--- src/rtl/i2s_frame_ctrl.sv ---
// I2S frame controller: word-select generation, frame-boundary capture of the
// received pair, valid/ready hand-off to the effect core and transmit reload.
module i2s_frame_ctrl #(
  parameter int WIDTH = 16
) (
  input  logic             sclk,
  input  logic             rst,
  output logic             ws_gen,
  output logic             frame_start,
  input  logic [WIDTH-1:0] rx_left,
  input  logic [WIDTH-1:0] rx_right,
  output logic [WIDTH-1:0] in_left,
  output logic [WIDTH-1:0] in_right,
  output logic             in_valid,
  input  logic             in_ready,
  input  logic [WIDTH-1:0] out_left,
  input  logic [WIDTH-1:0] out_right,
  input  logic             out_valid,
  output logic             out_ready,
  output logic [WIDTH-1:0] tx_left,
  output logic [WIDTH-1:0] tx_right,
  input  logic             err_clr,
  output logic             overrun,
  output logic             underrun,
  output logic [7:0]       drop_count
);
  localparam int FRAME = 2 * WIDTH;
  localparam int CW    = $clog2(FRAME);
  localparam logic [CW-1:0] LAST  = CW'(FRAME - 1);
  localparam logic [CW-1:0] WS_LO = CW'(WIDTH - 1);
  localparam logic [CW-1:0] WS_HI = CW'(FRAME - 2);

  logic [CW-1:0]    cnt, cnt_nxt;
  logic             primed, primed_nxt;
  logic [WIDTH-1:0] obuf_left, obuf_right;
  logic             ovr_ev, und_ev;
  logic [1:0]       ev_cnt;
  logic [8:0]       drop_sum;

  // ws_gen and frame_start are registered, so both decode the count of the
  // cycle they will be visible in.
  always_comb begin
    cnt_nxt    = (cnt == LAST) ? '0 : cnt + 1'b1;
    primed_nxt = primed | (cnt == LAST);
  end

  always_ff @(posedge sclk) begin
    if (rst) begin
      cnt         <= '0;
      primed      <= 1'b0;
      ws_gen      <= 1'b0;
      frame_start <= 1'b0;
    end else begin
      cnt         <= cnt_nxt;
      primed      <= primed_nxt;
      ws_gen      <= (cnt_nxt >= WS_LO) && (cnt_nxt <= WS_HI);
      frame_start <= primed_nxt && (cnt_nxt == '0);
    end
  end

  always_ff @(posedge sclk) begin
    if (rst) begin
      in_valid <= 1'b0;
      in_left  <= '0;
      in_right <= '0;
    end else if (frame_start) begin
      in_left  <= rx_left;
      in_right <= rx_right;
      in_valid <= 1'b1;
    end else if (in_valid && in_ready) begin
      in_valid <= 1'b0;
    end
  end

  // out_ready doubles as the buffer-empty flag.
  always_ff @(posedge sclk) begin
    if (rst) begin
      out_ready  <= 1'b1;
      obuf_left  <= '0;
      obuf_right <= '0;
      tx_left    <= '0;
      tx_right   <= '0;
    end else if (frame_start) begin
      if (!out_ready) begin
        tx_left   <= obuf_left;
        tx_right  <= obuf_right;
        out_ready <= 1'b1;
      end else if (out_valid) begin
        tx_left  <= out_left;
        tx_right <= out_right;
      end
    end else if (out_valid && out_ready) begin
      obuf_left  <= out_left;
      obuf_right <= out_right;
      out_ready  <= 1'b0;
    end
  end

  assign ovr_ev   = frame_start & in_valid & ~in_ready;
  assign und_ev   = frame_start & out_ready & ~out_valid;
  assign ev_cnt   = {1'b0, ovr_ev} + {1'b0, und_ev};
  assign drop_sum = {1'b0, (err_clr ? 8'd0 : drop_count)} + {7'd0, ev_cnt};

  // Clear is applied first so a coincident event still lands.
  always_ff @(posedge sclk) begin
    if (rst) begin
      overrun    <= 1'b0;
      underrun   <= 1'b0;
      drop_count <= '0;
    end else begin
      overrun    <= (overrun & ~err_clr) | ovr_ev;
      underrun   <= (underrun & ~err_clr) | und_ev;
      drop_count <= drop_sum[8] ? 8'hFF : drop_sum[7:0];
    end
  end

endmodule

--- config.mk ---
export PLATFORM = sky130hd
export DESIGN_NAME = i2s_frame_ctrl
export DESIGN_NICKNAME = d
export VERILOG_FILES = /design/src/rtl/i2s_frame_ctrl.sv
export SDC_FILE = /design/constraint.sdc
export NUM_CORES = 1
export LEC_CHECK = 0
export CAP_MARGIN = 0
export CORE_ASPECT_RATIO = 0.6
export CORE_UTILIZATION = 30
export CTS_CLUSTER_SIZE = 40
export DETAILED_ROUTE_END_ITERATION = 6
export PLACE_DENSITY = 0.57
export SYNTH_ARGS = -nofsm -noshare
export SYNTH_HDL_FRONTEND = slang
export SYNTH_SLANG_ARGS = --single-unit
--- constraint.sdc ---
create_clock -name sclk -period 5.18 [get_ports sclk]
set_clock_uncertainty 0.2 [all_clocks]
set_input_delay 1.036 -clock sclk [delete_from_list [all_inputs] [get_ports sclk]]
set_output_delay 1.036 -clock sclk [all_outputs]
set_load 0.02 [all_outputs]
* After elaboration in Yosys (flattened, before gate mapping)
Index checks and enable logic that the tools add are counted.
Cells by class: add/subtract/negate cells 3, magnitude comparators 2, eq/ne operators 2, muxes and demuxes 9, bitwise logic cells 13, reductions and logical operators 9
Operators with widths (number):
- $mux W16 | 4
- $mux W8 | 2
- $add A8 B2 Y9 | 1
- $and A1 B1 Y1 | 6
- $add A5 B1 Y5 const B | 1
- $eq A5 B5 Y1 const B | 1
- $ge A5 B4 Y1 const B | 1
- $le A5 B5 Y1 const B | 1
- $logic_not A5 Y1 | 1
- $mux W5 | 1
- $logic_and A1 B1 Y1 | 4
- $not A1 Y1 | 4
- $reduce_and A2 Y1 | 2
- $or A1 B1 Y1 | 3
- $add A1 B1 Y2 | 1
- $mux W1 | 2
- $ne A2 B2 Y1 const B | 1
- $reduce_bool A2 Y1 | 1
- $reduce_or A2 Y1 | 1
Word-level totals: register bits 116, input bits 69, output and inout bits 78, logic and storage cells 53

* Longest topological paths before layout
Gate-level depths: netlist of run 1.
word-level depth 5, mapped depth 9, mapped depth without buffers 8

* Least setup slack after synthesis of run 1
OpenSTA, ideal clock, no wires.
path type input to register, start input port in_ready, end register drop_count[6], arrival time 2.439 ns, data required time 4.860 ns, slack 2.420 ns, stages on the path 8, path buffers 0, cell sequence nor2b_1 nand2_1 fa_1 inv_1 ha_1 and4_1 and4b_1 nor3_1
On the way: word-level cells in the longest chain between the ends 5
RTL lines:
- start: declaration | line 15 | input logic in_ready,
- $not A1 Y1 | line 99 | assign ovr_ev = frame_start & in_valid & ~in_ready;
- $and A1 B1 Y1 | line 99
- $add A1 B1 Y2 | line 101 | assign ev_cnt = {1'b0, ovr_ev} + {1'b0, und_ev};
- $add A8 B2 Y9 | line 102 | assign drop_sum = {1'b0, (err_clr ? 8'd0 : drop_count)} + {7'd0, ev_cnt};
- $mux W8 | line 113 | drop_count <= drop_sum[8] ? 8'hFF : drop_sum[7:0];
- end signal: assignment | line 113
- end: declaration | line 25 | output logic [7:0] drop_count
Every way passes these cells. A chain may end at the register's enable or synchronous reset.

* Worst setup path in the final report of run 1
start register frame_start, end output port frame_start
RTL lines:
- start: declaration | line 9 | output logic frame_start,
- start signal: assignment | line 57 | frame_start <= primed_nxt && (cnt_nxt == '0);
No word-level cell between the ends.

==> results.py, run 1 <==
metrics = {
    "status": {
        "status": "finished clean",
    },
    "pwr": {
        "finalPower_uw": 2260,
        "power_frac_comb_pct": 6.9,
        "cellLeakagePower_uw": 0.00247,
        "power.share.switching_pct": 22.5,
        "seq_power_share_pct": 40.6,
        "clkPwrFrac_pct": 52.5,
        "power_density_nw_per_um2": 329,
        "p_int_uw": 1750,
        "peakVddDrop_mv": 0.186,
        "switching_power_uw": 509,
    },
    "placement": {
        "place_congestion": 0.741,
        "dpl.hpwl_um": 8200,
        "placed_area_um2": 6260,
        "io_buffers": 146,
    },
    "clock_network": {
        "root_buffer": "clkbuf_16",
        "cts_sinks": 116,
        "clock_latency_ps": 410,
        "hold_buffers": 0,
        "clk_pin_slew_worst_paths_ps": 50,
        "htree_levels": 4,
        "cts_resized": 0,
        "cts_buffers": 17,
        "cts_tree": "done",
        "post_cts.repair.setup_buffers": 0,
        "clockBufferDepth": 2,
    },
    "routing": {
        "drt-initial-drc-count": 215,
        "dr_total_vias": 3917,
        "wl_um": 12600,
        "viasPerCell": 4.71,
        "wire_per_inst_um": 15.1,
        "route.detailed.drc": 0,
        "first_pass_iters": 4,
        "drtAntennaViolNets": 0,
    },
    "finish": {
        "fillerInstances": 1447,
        "area_delta_synth_final_pct": 45.7,
        "antenna_cells": 0,
        "final_nets": 688,
        "drive_above_1_share_pct": 11.5,
        "design_area_um2": 6870,
    },
    "setup_path": {
        "arrival_ps": 1860,
        "path_delay_family": "buffers and inverters",
        "start_kind": "flop",
        "slowest_delay_ps": 730,
        "regToRegEndpoint": "obuf_left[13]",
        "path_max_fanout": 44,
        "required_ps": 3940,
        "worstSetupPathType": "flop to output pin",
        "slowest_stage": "clkdlybuf4s50_1",
        "crit_chain": "clkdlybuf4s50_1",
        "path_buf_inv": 1,
        "reg2reg_depth": 5,
        "reg2reg_from": "out_ready",
        "r2r_slack_ps": 2490,
        "cp-end-kind": "output pin",
    },
    "hold_path": {
        "hold_class": "flop to flop",
        "whs_path_depth": 2,
        "worstHoldStart": "obuf_left[1]",
        "min_to": "obuf_left[1]",
    },
    "logic_synthesis": {
        "syn_area_um2": 4710,
        "ys_types": 40,
        "avgSynthCellArea_um2": 9.76,
        "synthCells": 483,
        "muxShareOfSynthArea_pct": 13.8,
        "ys_seq_elements": 116,
        "synth_top_family_by_area": "compound AO/OA/AOI/OAI gates",
        "synth_xor_xnor_area_share_pct": 0.372,
        "synth_compound_area_share_pct": 17.0,
        "synth_edf_count": 0,
        "ys_async_sr_fraction_pct": 0,
        "synth_nets": 556,
        "yosysWarnings": 0,
        "synth_fa_ha_area_share_pct": 1.22,
        "synth-simple-area-share_pct": 13.5,
        "synth_flop_cell": "dfxtp_1",
        "ys_seq_area_share_pct": 49.3,
    },
    "floorplanning": {
        "die-height_um": 99.1,
        "start_util_pct": 30.8,
        "fp-row-count": 35,
        "core-area_um2": 15300,
        "io-pin-count": 147,
        "die_w_um": 164,
        "die-area_um2": 16200,
    },
    "global_route": {
        "grt_pass1_vias": 3922,
        "grt_start_max_net_pins": 61,
        "grt_antenna_before_repair": 0,
        "grt_usage_pct": 16.0,
        "grt.overflow.total": 0,
        "grt_pass1_wl_um": 20000,
    },
    "timing": {
        "slew_viol_final": 0,
        "hold_slack_ps": 250,
        "period_share_pct": 59.8,
        "setup_violations": 0,
        "min_period_ps": 3100,
        "hold_viol": 0,
        "tightest_slew_ps": 1300,
        "fmax_mhz": 323,
        "max-slew-margin-rel_pct": 13.5,
        "tns_ps": 0,
        "rsz0062_at_grt": "no",
    },
    "run": {
        "maxCapViolCount": 0,
    },
}
==> cells by family after synthesis <==
logic type               Yosys count
flip-flops                       116
buffers and inverters             44
adder cells (fa/ha/maj)            4
AND/OR/NAND/NOR                  142
XOR/XNOR                           2
AO/OA/AOI/OAI                    110
multiplexers                      65
==> metal layers <==
layer  GRT usage (%)  routed length (um)
met5               0                   0
met4            5.56                 108
met3            6.88                1170
met2            24.2                5310
met1            20.2                5970
==> how the worst max path moves through the flow <==
stage                     start        endpoint  depth (start not counted)
detailed placement    out_valid   obuf_right[3]                          5
finish              frame_start     frame_start                          1
global route           in_ready   drop_count[2]                          9
global placement      out_valid  obuf_right[15]                          5
floorplan              in_ready   drop_count[6]                          8
CTS                 frame_start     frame_start                          1
==> state kept, by name, indices dropped and copies added (netlist names) <==
register	cells
tx_right	16
cnt	5
in_left	16
in_right	16
tx_left	16
underrun	1
in_valid	1
ws_gen	1
primed	1
obuf_left	16
drop_count	8
frame_start	1
out_ready	1
overrun	1
obuf_right	16
==> cell usage after synthesis, types with 5 or more instances <==
library cell | number | share of area [%]
nand2_1 | 70 | 5.6
a21oi_1 | 70 | 7.4
a211oi_2 | 30 | 8.0
nor2_1 | 38 | 3.0
nor3_1 | 5 | 0.53
dfxtp_1 | 116 | 49
inv_1 | 5 | 0.40
clkbuf_1 | 17 | 1.4
buf_6 | 6 | 1.4
nor2b_1 | 5 | 0.66
buf_2 | 13 | 1.4
mux2i_1 | 64 | 14
==> power by group through the flow <==
stage	clock [uW]	combinational, uW	sequential [uW]
6_report	1190	157	918
5_1_grt	1260	172	919
4_1_cts	1220	159	918
3_5_place_dp	0	159	937
3_3_place_gp	0	155	936
2_1_floorplan	0	82.4	936
==> layout by cell type (no fill, tap or decap), drive strengths merged, types with 6 or more instances in the layout <==
cell / count
inv: 6
clkbuf: 19
mux2i: 64
clkdlybuf4s50: 145
nor2: 38
nand2: 70
a211oi: 33
a21oi: 70
buf: 7
dfxtp: 116
==> through the flow <==
step | instances | setup WS (ps) | util (%)
floorplan | 483 | 2420 | -
global placement | 799 | 1790 | 40.9
detailed placement | 799 | 1730 | 40.9
CTS | 831 | 2040 | 44.8
global route | 831 | 1980 | 44.8
finish | 831 | 2080 | 44.8
==> area by class of cell <==
class / instances / area (um2) / share of cell area (%)
clock inverter: 13 / 158 / 2.30
clock buffer: 19 / 443 / 6.45
inverter: 5 / 18.8 / 0.273
timing repair buffer: 152 / 1500 / 21.9
tap: 203 / 254 / 3.70
multi-input combinational: 323 / 2160 / 31.5
sequential: 116 / 2330 / 33.9
Power figures use the tool's default switching activity.
==> inputs of run 2 (changes only) <==
--- a/config.mk
+++ b/config.mk
@@ -10,7 +10,7 @@
 export CORE_UTILIZATION = 30
 export CTS_CLUSTER_SIZE = 40
 export DETAILED_ROUTE_END_ITERATION = 6
-export PLACE_DENSITY = 0.57
+export PLACE_DENSITY = 0.59
 export SYNTH_ARGS = -nofsm -noshare
 export SYNTH_HDL_FRONTEND = slang
 export SYNTH_SLANG_ARGS = --single-unit
==> constraint.sdc (replaced) <==
create_clock -name sclk -period 2.6 [get_ports sclk]
set_clock_uncertainty 0.2 [all_clocks]
set_input_delay 0.52 -clock sclk [delete_from_list [all_inputs] [get_ports sclk]]
set_output_delay 0.52 -clock sclk [all_outputs]
set_load 0.02 [all_outputs]
==> results.py, run 2 (same netlist as run 1, synthesis figures left out) <==
metrics = {
    "routing": {
        "route.detailed.drc": 0,
        "drtAntennaViolNets": 0,
        "viasPerCell": 4.71,
        "dr_total_vias": 3946,
        "wl_um": 12400,
        "first_pass_iters": 5,
        "wire_per_inst_um": 14.8,
        "drt-initial-drc-count": 208,
    },
    "global_route": {
        "grt_start_max_net_pins": 56,
        "grt.overflow.total": 0,
        "grt_pass1_vias": 3967,
        "grt_pass1_wl_um": 20100,
        "grt_antenna_before_repair": 0,
        "grt_usage_pct": 16.0,
    },
    "setup_path": {
        "worstSetupPathType": "input pin to flop",
        "reg2reg_depth": 8,
        "arrival_ps": 2500,
        "required_ps": 2690,
        "path_max_fanout": 4,
        "cp-end-kind": "flop",
        "start_kind": "input pin",
    },
    "pwr": {
        "power_density_nw_per_um2": 654,
        "finalPower_uw": 4540,
        "cellLeakagePower_uw": 0.00252,
        "peakVddDrop_mv": 0.347,
    },
    "placement": {
        "place_congestion": 0.816,
        "place_ws_ps": -238,
        "placed_area_um2": 6330,
        "dpl.hpwl_um": 8340,
        "io_buffers": 146,
    },
    "hold_path": {
        "whs_path_depth": 2,
        "hold_class": "flop to flop",
    },
    "floorplanning": {
        "core-area_um2": 15300,
        "die-height_um": 99.1,
        "io-pin-count": 147,
        "die-area_um2": 16200,
        "fp-row-count": 35,
        "die_w_um": 164,
        "start_util_pct": 30.8,
    },
    "clock_network": {
        "post_cts.repair.setup_buffers": 0,
        "cts_resized": 0,
        "cts_buffers": 17,
        "htree_levels": 4,
        "clock_latency_ps": 410,
        "hold_buffers": 0,
        "cts_sinks": 116,
        "clockBufferDepth": 2,
        "root_buffer": "clkbuf_16",
        "cts_tree": "done",
        "clk_pin_slew_worst_paths_ps": 50,
    },
    "timing": {
        "tightest_slew_ps": 631,
        "setup_violations": 0,
        "tns_ps": 0,
        "hold_viol": 0,
        "period_share_pct": 92.6,
        "fmax_mhz": 415,
        "rsz0062_at_grt": "no",
        "setup_slack_ps": 192,
        "slew_viol_final": 0,
        "max-slew-margin-rel_pct": 57.9,
        "min_period_ps": 2410,
    },
    "finish": {
        "design_area_um2": 6940,
        "drive_above_1_share_pct": 12.4,
        "final_nets": 695,
        "final_cell_mix": "clkdlybuf4s50_1, dfxtp_1, nand2_1, a21oi_1, mux2i_1",
        "final_common_cell": "clkdlybuf4s50_1",
        "area_delta_synth_final_pct": 47.3,
        "antenna_cells": 0,
    },
    "run": {
        "maxCapViolCount": 0,
    },
    "status": {
        "status": "finished clean",
    },
}
## run 2: area by class of cell
| type | count | area (um2) |
|---|---|---|
| Fill cell | 1493 | 8390 |
| Sequential cell | 116 | 2330 |
| Multi-Input combinational cell | 323 | 2160 |
| Timing Repair Buffer | 159 | 1570 |
| Clock buffer | 20 | 457 |
| Tap cell | 203 | 254 |
| Clock inverter | 12 | 154 |
| Inverter | 5 | 18.8 |
## run 2: worst paths after layout
kind / from / slack [ps] / to
max: in_ready / 190 / drop_count[6]
min: obuf_right[5] / 250 / obuf_right[5]
max reg2reg: in_valid / 350 / drop_count[6]
min reg2reg: obuf_right[5] / 250 / obuf_right[5]
## run 2: layer usage
layer | vias to the layer above | share of wire [%] | wire length, um | GRT usage, %
met2 | 144 | 42 | 5160 | 23.5
met5 | - | 0 | 0 | 0
met4 | 0 | 1.2 | 151 | 5.84
met3 | 14 | 10 | 1260 | 7.38
li1 | 1959 | - | - | -
met1 | 1829 | 47 | 5840 | 20.5
## run 2: power by group
part / total [uW] / switching, uW / internal [uW]
Combinational: 318 / 159 / 159
Clock: 2390 / 833 / 1560
Sequential: 1830 / 17.3 / 1810
Total: 4540 / 1010 / 3530
## run 2: critical path: stages
cell and delay [ps]:
clkdlybuf4s50_1 400, nor2b_1 160, nand2_1 150, fa_1 480, inv_1 80, ha_1 160
and4_1 280, and4b_1 220, nor3_1 50
## run 2: through the flow
step | utilization (%) | hold slack (ps) | cells
after CTS | 45.3 | 255 | 838
after global placement | 41.3 | 241 | 806
after floorplan | - | 235 | 483
after detailed placement | 41.3 | 247 | 806
after global routing | 45.3 | 276 | 838
final | 45.3 | 254 | 838
==> inputs of run 3 (changes only) <==
--- a/config.mk
+++ b/config.mk
@@ -7,10 +7,10 @@
 export LEC_CHECK = 0
 export CAP_MARGIN = 0
 export CORE_ASPECT_RATIO = 0.6
-export CORE_UTILIZATION = 30
+export CORE_UTILIZATION = 37
 export CTS_CLUSTER_SIZE = 40
 export DETAILED_ROUTE_END_ITERATION = 6
-export PLACE_DENSITY = 0.59
+export PLACE_DENSITY = 0.69
 export SYNTH_ARGS = -nofsm -noshare
 export SYNTH_HDL_FRONTEND = slang
 export SYNTH_SLANG_ARGS = --single-unit
==> results.py, run 3 (same netlist as run 1, synthesis figures left out) <==
metrics = {
    "status": {
        "status": "finished clean",
    },
    "timing": {
        "hold_viol": 0,
        "fmax_mhz": 415,
        "min_period_ps": 2410,
        "period_share_pct": 92.7,
        "rsz0062_at_grt": "no",
        "tightest_slew_ps": 730,
        "slew_viol_final": 0,
        "setup_violations": 0,
        "max-slew-margin-rel_pct": 51.3,
        "setup_slack_ps": 190,
    },
    "setup_path": {
        "start_kind": "flop",
        "crit_chain": "buf_4, clkdlybuf4s50_1",
        "cp-end-kind": "output pin",
        "slowest_delay_ps": 650,
        "arrival_ps": 1690,
        "reg2reg_from": "cnt[0]",
        "path_max_fanout": 15,
        "required_ps": 1880,
        "worstSetupPathType": "flop to output pin",
        "startpoint": "frame_start",
        "slowest_stage": "clkdlybuf4s50_1",
    },
    "floorplanning": {
        "die-height_um": 89.4,
        "die_w_um": 148,
        "start_util_pct": 38.6,
        "fp-row-count": 31,
        "die-area_um2": 13200,
        "io-pin-count": 147,
        "core-area_um2": 12200,
    },
    "clock_network": {
        "clk_pin_slew_worst_paths_ps": 50,
        "clock_latency_ps": 400,
        "root_buffer": "clkbuf_16",
        "hold_buffers": 0,
        "cts_resized": 0,
        "cts_buffers": 17,
        "post_cts.repair.setup_buffers": 0,
        "cts_sinks": 116,
        "cts_tree": "done",
        "htree_levels": 4,
        "clockBufferDepth": 2,
    },
    "routing": {
        "wl_um": 12400,
        "dr_total_vias": 3983,
        "dr.max_layer_used": "met4",
        "drt-initial-drc-count": 248,
        "met2_length_um": 5450,
        "drtAntennaViolNets": 0,
        "viasPerCell": 4.97,
        "m1WireLength_um": 5990,
        "wl_met3_um": 885,
        "wire_per_inst_um": 15.4,
        "route.detailed.drc": 0,
        "first_pass_iters": 4,
    },
    "pwr": {
        "peakVddDrop_mv": 0.455,
        "cellLeakagePower_uw": 0.00255,
        "power_density_nw_per_um2": 668,
    },
    "hold_path": {
        "worstHoldStart": "obuf_left[5]",
        "hold_class": "flop to flop",
    },
    "run": {
        "maxCapViolCount": 0,
    },
    "finish": {
        "final_cells": 802,
        "antenna_cells": 0,
        "design_area_um2": 6930,
        "final_nets": 697,
        "final_common_cell": "clkdlybuf4s50_1",
        "fin_util_pct": 56.7,
        "fillerInstances": 1047,
        "drive_above_1_share_pct": 12.9,
        "area_delta_synth_final_pct": 47.0,
        "final_cell_mix": "clkdlybuf4s50_1, dfxtp_1, nand2_1, a21oi_1, mux2i_1",
    },
    "placement": {
        "place_congestion": 0.776,
        "dp_cells": 770,
        "dpl.hpwl_um": 8260,
        "placed_area_um2": 6300,
        "place_ws_ps": -175,
        "io_buffers": 146,
    },
    "global_route": {
        "grt_usage_pct": 19.6,
        "grt_antenna_before_repair": 0,
        "grt_pass1_vias": 3919,
        "grt.overflow.total": 0,
        "grt_pass1_wl_um": 19900,
        "grt_start_max_net_pins": 62,
    },
}
-- run 3: cell count changes in the layout (fill, tap and decap cells not counted), sizes merged --
cell      change
clkbuf        -1
clkinvlp      -2
bufinv        +1
buf           +2
inv           +1
clkinv        +1
-- run 3: per-layer routing --
layer	vias up	GRT usage, %
li1	1972	-
met1	1888	25.4
met4	0	7.69
met5	-	0
met3	8	6.73
met2	115	30.1
-- run 3: per-stage QoR --
step	TNS, ps	hold WS, ps	power [uW]
6_report	0	251	4630
5_1_grt	0	270	4790
4_1_cts	0	254	4680
3_5_place_dp	-1170	246	2190
3_3_place_gp	-506	241	2180
2_1_floorplan	0	235	2030
-- run 3: final cells by class --
cell class                      count  area (um2)  area share, %
Clock inverter                     13         179           2.58
Timing Repair Buffer              161        1580           22.9
Tap cell                          165         206           2.98
Clock buffer                       19         453           6.54
Multi-Input combinational cell    323        2160           31.2
Sequential cell                   116        2330           33.6
Inverter                            5        18.8          0.271
-- run 3: final timing paths --
check / end / slack (ps) / cells past startpoint
hold / removal: obuf_left[5] / 250 / 2
hold reg to reg: obuf_left[5] / 250 / 2
setup / recovery: frame_start / 190 / 2
setup reg to reg: ws_gen / 450 / 6
-- run 3: power by group --
part | switching [uW] | internal, uW
Clock | 823 | 1650
Sequential | 18.2 | 1810
Combinational | 161 | 161
Total | 1000 | 3620
-- run 3: worst max-delay path, delay by kind of cell, from the launching register on --
kind	cells	cell delay [ps]
buffers and inverters	2	910
DFF	1	370
